$ cat config.mk
export PLATFORM = sky130hd
export DESIGN_NAME = store_buffer_flat
export DESIGN_NICKNAME = d
export VERILOG_FILES = /design/src/rtl/mips_pkg.sv /design/src/rtl/store_buffer_if.sv /design/src/rtl/sb_match.sv /design/src/rtl/store_buffer.sv /design/src/flat_wrapper.sv
export SDC_FILE = /design/constraint.sdc
export NUM_CORES = 1
export LEC_CHECK = 0
export CORE_ASPECT_RATIO = 0.75
export CORE_UTILIZATION = 30
export DETAILED_ROUTE_END_ITERATION = 8
export PLACE_DENSITY = 0.52
export RECOVER_POWER = 25
export SYNTH_ARGS = -nofsm -noshare
export SYNTH_HDL_FRONTEND = slang
export SYNTH_SLANG_ARGS = --single-unit
$ cat constraint.sdc
create_clock -name clk -period 3.95 [get_ports clk]
set_input_delay 0.79 -clock clk [delete_from_list [all_inputs] [get_ports clk]]
set_output_delay 0.79 -clock clk [all_outputs]
set_load 0.05 [all_outputs]
$ cat src/rtl/mips_pkg.sv
// Shared definitions for the store buffer: control states and default geometry.
package mips_pkg;

  localparam int unsigned SB_DEPTH_DEF = 4;
  localparam int unsigned SB_AW_DEF    = 8;
  localparam int unsigned SB_DW        = 16;

  typedef enum logic {
    RUN   = 1'b0,
    FLUSH = 1'b1
  } sb_state_e;

endpackage

$ cat src/rtl/store_buffer_if.sv
// Core-side and data-memory-side signals of the store buffer, bundled as one bus.
interface store_buffer_if
  import mips_pkg::*;
#(
  parameter int unsigned DEPTH = SB_DEPTH_DEF
);
  localparam int unsigned CW = $clog2(DEPTH) + 1;

  logic              st_valid;
  logic [SB_DW-1:0]  st_addr;
  logic [SB_DW-1:0]  st_data;
  logic              st_ready;
  logic              ld_req;
  logic [SB_DW-1:0]  ld_addr;
  logic [SB_DW-1:0]  ld_data;
  logic              ld_fwd;
  logic              flush_req;
  logic              flush_done;
  logic [SB_DW-1:0]  mem_addr;
  logic [SB_DW-1:0]  mem_write;
  logic              mem_write_en;
  logic              mem_read;
  logic [SB_DW-1:0]  mem_read_data;
  logic [CW-1:0]     count;

  modport slave (
    input  st_valid, st_addr, st_data, ld_req, ld_addr, flush_req, mem_read_data,
    output st_ready, ld_data, ld_fwd, flush_done, mem_addr, mem_write,
           mem_write_en, mem_read, count
  );

  modport master (
    output st_valid, st_addr, st_data, ld_req, ld_addr, flush_req, mem_read_data,
    input  st_ready, ld_data, ld_fwd, flush_done, mem_addr, mem_write,
           mem_write_en, mem_read, count
  );

endinterface

$ cat src/rtl/sb_match.sv
// Youngest-match selector: entries arrive ordered oldest (0) to youngest (DEPTH-1).
module sb_match #(
  parameter int unsigned DEPTH = 4,
  parameter int unsigned AW    = 8,
  parameter int unsigned DW    = 16
) (
  input  logic [AW-1:0]    i_key,
  input  logic [AW-1:0]    i_tag   [DEPTH],
  input  logic [DEPTH-1:0] i_valid,
  input  logic [DW-1:0]    i_data  [DEPTH],
  output logic             o_hit,
  output logic [DW-1:0]    o_data
);

  // Later (younger) hits override earlier ones.
  always_comb begin
    o_hit  = 1'b0;
    o_data = '0;
    for (int unsigned k = 0; k < DEPTH; k++) begin
      if (i_valid[k] && (i_tag[k] == i_key)) begin
        o_hit  = 1'b1;
        o_data = i_data[k];
      end
    end
  end

endmodule

$ cat src/rtl/store_buffer.sv
// Circular store buffer with load forwarding, load-priority memory port and flush.
module store_buffer
  import mips_pkg::*;
#(
  parameter int unsigned DEPTH = SB_DEPTH_DEF,
  parameter int unsigned AW    = SB_AW_DEF
) (
  input logic           clk,
  input logic           rst_n,
  store_buffer_if.slave sb
);

  localparam int unsigned PW = $clog2(DEPTH);
  localparam int unsigned CW = PW + 1;
  localparam int unsigned DW = SB_DW;

  logic [DW-1:0]    r_addr [DEPTH];
  logic [DW-1:0]    r_data [DEPTH];
  logic [PW-1:0]    r_head;
  logic [PW-1:0]    r_tail;
  logic [CW-1:0]    r_count;
  sb_state_e        r_state;
  logic             r_flush_done;

  logic             w_ready;
  logic             w_accept;
  logic             w_drain;
  logic [CW-1:0]    w_count_nxt;
  logic [AW-1:0]    w_tag   [DEPTH];
  logic [DW-1:0]    w_odata [DEPTH];
  logic [DEPTH-1:0] w_ovalid;
  logic             w_hit;
  logic [DW-1:0]    w_fwd_data;

  assign w_ready  = (r_count < CW'(DEPTH)) && (r_state == RUN);
  assign w_accept = sb.st_valid & w_ready;
  assign w_drain  = (r_count != '0) & ~sb.ld_req;

  always_comb begin
    w_count_nxt = r_count;
    if (w_accept && !w_drain) begin
      w_count_nxt = r_count + CW'(1);
    end else if (!w_accept && w_drain) begin
      w_count_nxt = r_count - CW'(1);
    end
  end

  // Present entries in age order so the selector only needs "last hit wins".
  always_comb begin
    for (int unsigned k = 0; k < DEPTH; k++) begin
      w_tag[k]    = r_addr[r_head + PW'(k)][AW-1:0];
      w_odata[k]  = r_data[r_head + PW'(k)];
      w_ovalid[k] = (CW'(k) < r_count);
    end
  end

  sb_match #(
    .DEPTH (DEPTH),
    .AW    (AW),
    .DW    (DW)
  ) u_match (
    .i_key   (sb.ld_addr[AW-1:0]),
    .i_tag   (w_tag),
    .i_valid (w_ovalid),
    .i_data  (w_odata),
    .o_hit   (w_hit),
    .o_data  (w_fwd_data)
  );

  always_ff @(posedge clk) begin
    if (w_accept) begin
      r_addr[r_tail] <= sb.st_addr;
      r_data[r_tail] <= sb.st_data;
    end
  end

  always_ff @(posedge clk or negedge rst_n) begin
    if (!rst_n) begin
      r_head       <= '0;
      r_tail       <= '0;
      r_count      <= '0;
      r_state      <= RUN;
      r_flush_done <= 1'b0;
    end else begin
      r_flush_done <= 1'b0;
      r_count      <= w_count_nxt;
      if (w_accept) begin
        r_tail <= r_tail + PW'(1);
      end
      if (w_drain) begin
        r_head <= r_head + PW'(1);
      end
      case (r_state)
        RUN: begin
          if (sb.flush_req) begin
            r_state <= FLUSH;
          end
        end
        FLUSH: begin
          if (w_count_nxt == '0) begin
            r_state      <= RUN;
            r_flush_done <= 1'b1;
          end
        end
        default: r_state <= RUN;
      endcase
    end
  end

  always_comb begin
    sb.mem_read     = sb.ld_req;
    sb.mem_write_en = w_drain;
    sb.mem_addr     = '0;
    sb.mem_write    = '0;
    sb.ld_data      = '0;
    sb.ld_fwd       = 1'b0;
    if (sb.ld_req) begin
      sb.mem_addr = sb.ld_addr;
      sb.ld_fwd   = w_hit;
      sb.ld_data  = w_hit ? w_fwd_data : sb.mem_read_data;
    end else if (w_drain) begin
      sb.mem_addr  = r_addr[r_head];
      sb.mem_write = r_data[r_head];
    end
  end

  assign sb.st_ready   = w_ready;
  assign sb.count      = r_count;
  assign sb.flush_done = r_flush_done;

endmodule

$ cat src/flat_wrapper.sv
// flat-port wrapper written by rule: the top's interface ports become plain ports
module store_buffer_flat import mips_pkg::*;
#(
  parameter int unsigned DEPTH = SB_DEPTH_DEF,
  parameter int unsigned AW    = SB_AW_DEF
)
  (clk, rst_n, sb_st_valid, sb_st_addr, sb_st_data, sb_ld_req, sb_ld_addr, sb_flush_req, sb_mem_read_data, sb_st_ready, sb_ld_data, sb_ld_fwd, sb_flush_done, sb_mem_addr, sb_mem_write, sb_mem_write_en, sb_mem_read, sb_count);
  store_buffer_if #(.DEPTH(DEPTH)) sb_i ();
  input logic clk;
  input logic rst_n;
  input wire logic [$bits(sb_i.st_valid)-1:0] sb_st_valid;
  input wire logic [$bits(sb_i.st_addr)-1:0] sb_st_addr;
  input wire logic [$bits(sb_i.st_data)-1:0] sb_st_data;
  input wire logic [$bits(sb_i.ld_req)-1:0] sb_ld_req;
  input wire logic [$bits(sb_i.ld_addr)-1:0] sb_ld_addr;
  input wire logic [$bits(sb_i.flush_req)-1:0] sb_flush_req;
  input wire logic [$bits(sb_i.mem_read_data)-1:0] sb_mem_read_data;
  output wire logic [$bits(sb_i.st_ready)-1:0] sb_st_ready;
  output wire logic [$bits(sb_i.ld_data)-1:0] sb_ld_data;
  output wire logic [$bits(sb_i.ld_fwd)-1:0] sb_ld_fwd;
  output wire logic [$bits(sb_i.flush_done)-1:0] sb_flush_done;
  output wire logic [$bits(sb_i.mem_addr)-1:0] sb_mem_addr;
  output wire logic [$bits(sb_i.mem_write)-1:0] sb_mem_write;
  output wire logic [$bits(sb_i.mem_write_en)-1:0] sb_mem_write_en;
  output wire logic [$bits(sb_i.mem_read)-1:0] sb_mem_read;
  output wire logic [$bits(sb_i.count)-1:0] sb_count;
  assign sb_i.st_valid = sb_st_valid;
  assign sb_i.st_addr = sb_st_addr;
  assign sb_i.st_data = sb_st_data;
  assign sb_i.ld_req = sb_ld_req;
  assign sb_i.ld_addr = sb_ld_addr;
  assign sb_i.flush_req = sb_flush_req;
  assign sb_i.mem_read_data = sb_mem_read_data;
  assign sb_st_ready = sb_i.st_ready;
  assign sb_ld_data = sb_i.ld_data;
  assign sb_ld_fwd = sb_i.ld_fwd;
  assign sb_flush_done = sb_i.flush_done;
  assign sb_mem_addr = sb_i.mem_addr;
  assign sb_mem_write = sb_i.mem_write;
  assign sb_mem_write_en = sb_i.mem_write_en;
  assign sb_mem_read = sb_i.mem_read;
  assign sb_count = sb_i.count;
  store_buffer #(.DEPTH(DEPTH), .AW(AW)) u_core (.clk(clk), .rst_n(rst_n), .sb(sb_i));
endmodule
==> flow_summary.json <==
{
  "drc": 0,
  "ys_types": 47,
  "internal_power_mw": 4.19,
  "fin_ws_ns": -0.426,
  "via_per_inst": 5.17,
  "fillers": 2447,
  "setup_violations": 17,
  "yosys.area.top_type_share": 0.472,
  "synth_most_common_cell": "edfxtp_1",
  "buffer_ports.inserted": 124,
  "worstPathArrival_ns": 3.59,
  "power.leakage_nw": 4.18,
  "period_share": 1.11,
  "vias": 5969,
  "finalHoldViolCount": 0,
  "synth-async-reset-ratio": 0.0657,
  "ys_seq_area_frac": 0.500,
  "grt_usage": 0.171,
  "cp_cell_sequence": "buf_12, mux4_2, xnor2_4, o21ai_2, or4_4, nand2_8, buf_12, o221ai_2, a311o_1, o211a_1, buf_12",
  "post_synth.cell_area_avg_um2": 12.4,
  "crit_family": "simple AND/OR/NAND/NOR gates",
  "grt_overflow": 0,
  "first_pass_iters": 5,
  "cts_max_level": 4,
  "grt_start_max_net_pins": 66,
  "drive_above_1_share": 0.285,
  "yosys-top-cells-count": "128 x edfxtp_1, 54 x nand2_1, 53 x nor2_1",
  "cpPeakStageDelay_ns": 0.62,
  "grt_pass1_vias": 6178,
  "synth_nets": 734,
  "hpwlAfterDp_um": 15700,
  "clock_latency_ns": 0.43,
  "crit_fanout": 10,
  "tritoncts": "yes",
  "p_sw_mw": 3.09,
  "min_period_ns": 4.38,
  "violations": "setup timing",
  "drt_wl_total_um": 23000,
  "pre_cts_ws_ns": -0.291,
  "fin_skew_ns": 0.00640,
  "switching_share": 0.425,
  "syn-cell-area_um2": 8140,
  "power_mw": 7.28,
  "multiInputGateArea_um2": 3820,
  "outcome": "finished, violations left",
  "max-slew-margin-rel": 0.444,
  "netlist_instances": 657,
  "core_um2": 26300,
  "initial_utilization": 0.310,
  "ys_warn_count": 0,
  "synth_edf_count": 128,
  "fin_nets": 874,
  "grt_pass1_wl_um": 35300,
  "root_buffer": "clkbuf_16",
  "hold_class": "flip-flop to flip-flop",
  "yosys_register_bits": 137,
  "cts_buffers": 17,
  "syn_to_final_growth_pct": 34.6,
  "ff_latch_area_um2": 4080,
  "slew_viol_final": 0,
  "clockPowerShare": 0.222,
  "crit_path_end_kind": "output port",
  "r2r_slack_ns": 1.26,
  "worst-slew-pin-transition_ns": 0.834,
  "clk_path_buf_depth": 2,
  "start_kind": "flip-flop",
  "ir_worst_vdd_mv": 0.444,
  "cp_slowest_cell": "or4_4",
  "rsz0062_at_grt": "true",
  "dieArea_um2": 27800,
  "cts.sinks": 137,
  "drt-initial-drc-count": 432,
  "fp.dieH_um": 145,
  "ios": 125,
  "crit_top_cell": "buf_12",
  "gp_congestion": 0.793,
  "combPwrFrac": 0.526,
  "path_buf_inv": 3,
  "synth_flop_cell": "edfxtp_1",
  "cp.required_ns": 3.16,
  "std_cell_rows": 51,
  "routedWlPerCell_um": 19.9,
  "pwr-share-seq": 0.252,
  "clk_pin_slew_ns": 0.07,
  "powerDensity_nw_per_um2": 665,
  "ant_nets": 0,
  "die-width_um": 192,
  "fin_util": 0.417,
  "antenna_found_initial": 2,
  "stdcell_count": 1155,
  "maxCapViolations": 0,
  "worstSetupPathType": "flip-flop to output port",
  "max_freq_ghz": 0.229,
  "synth_area_leader_cell": "edfxtp_1",
  "synth.area.top_cells": "edfxtp_1 47%, mux4_2 7.2%, mux2i_1 5.4%",
  "placed_cells": 1111
}
==> layout by cell type (no fill, tap or decap), types with 2 or more instances in the layout <==
cell               n
nor3_1             2
nor2_1            53
clkbuf_16         17
clkdlybuf4s50_1   57
xnor2_2            6
dlygate4sd3_1     20
mux2i_1           44
o221ai_1           9
dfrtp_4            2
buf_4             68
o21ai_0           37
a211oi_1          16
nand3_2            2
nand3_1            3
a311o_1           16
xor2_1            16
nand2_8            2
buf_6              6
or4_4              2
buf_12            27
nand2_1           53
inv_8              4
inv_1             24
o211a_1           16
a22o_1            16
edfxtp_1         128
dfrtp_1            7
o221ai_2           7
mux4_2            32
a21oi_1           20
mux2_2            32
clkinv_8           8
nand4_1            3
ha_1               8
xnor2_1           17
and2_1             2
nor4_1             2
and3_2             4
==> sequential cells by signal, indices dropped and copies added, names as in the netlist <==
signal,count
u_core.r_addr,64
u_core.r_tail,2
u_core.sb.count,3
u_core.r_data,64
u_core.r_head,2
u_core.sb.flush_done,1
u_core.r_state,1
==> repair_timing <==
action	CTS	global route
buffers inserted	8	2
hold buffers	0	0
pin swaps	8	9
cloned	1	0
setup endpoints to repair	18	17
resized for setup	26	10
endpoints found under the hold margin	0	0
==> per-layer routing <==
layer	vias to the layer above	GRT usage	part of all wire
met4	2	0.0464	0.013
met2	166	0.277	0.47
met3	21	0.0386	0.051
met5	-	0	0.00061
li1	2812	-	-
met1	2968	0.232	0.46
==> logic make-up after synthesis <==
kind of cell | after synthesis | share of synthesized area
AOI/OAI and AO/OA | 145 | 0.132
DFF | 137 | 0.500
and+or+nand+nor | 133 | 0.0724
muxes | 109 | 0.193
buffers and inverters | 85 | 0.0476
xor gates and xnor gates | 40 | 0.0430
adders and majority gates | 8 | 0.0123
==> worst reg2reg max path: stages, from the launching register on <==
cell and delay (ns):
dfrtp_1 0.44, inv_1 0.18, ha_1 0.17, a21o_1 0.66, inv_1 0.17, buf_4 0.25
xnor2_1 0.16, xnor2_1 0.14, nor4_1 0.31, nor2_1 0.08
==> power groups by stage <==
stage | clock network (mW) | registers (mW) | logic, mW
after floorplan | 0 | 1.88 | 2.57
after global placement | 0 | 1.90 | 3.50
after detailed placement | 0 | 1.92 | 3.55
after CTS | 1.64 | 1.83 | 3.80
after global routing | 1.70 | 1.85 | 4.13
final | 1.62 | 1.83 | 3.83
==> layout make-up <==
| cell class | instances | area share |
|---|---|---|
| Timing Repair Buffer | 180 | 0.174 |
| Tap cell | 344 | 0.0393 |
| Multi-Input combinational cell | 436 | 0.349 |
| Clock inverter | 15 | 0.0183 |
| Clock buffer | 17 | 0.0388 |
| Antenna cell | 1 | 0.000228 |
| Sequential cell | 137 | 0.372 |
| Inverter | 25 | 0.00856 |
==> final timing paths <==
path / start / end / depth (start not counted)
max: u_core.r_head[0] / sb_ld_data[13] / 11
min: u_core.r_state / u_core.r_state / 2
max reg2reg: u_core.sb.count[1] / u_core.r_state / 9
min reg2reg: u_core.r_state / u_core.r_state / 2
max in group asynchronous: rst_n / u_core.r_head[1] / 1
min in group asynchronous: rst_n / u_core.r_tail[1] / 1
==> through the flow <==
stage                     hold WS (ns)  area, um^2  TNS, ns
after global placement           0.508       10100    -4.18
after global routing             0.582       11000    -8.09
after CTS                        0.533       10900    -6.57
after floorplan                  0.486        8140        0
final                            0.528       11000    -6.19
after detailed placement         0.517       10100    -4.13
Note: power is estimated with default switching activity, not from simulation.
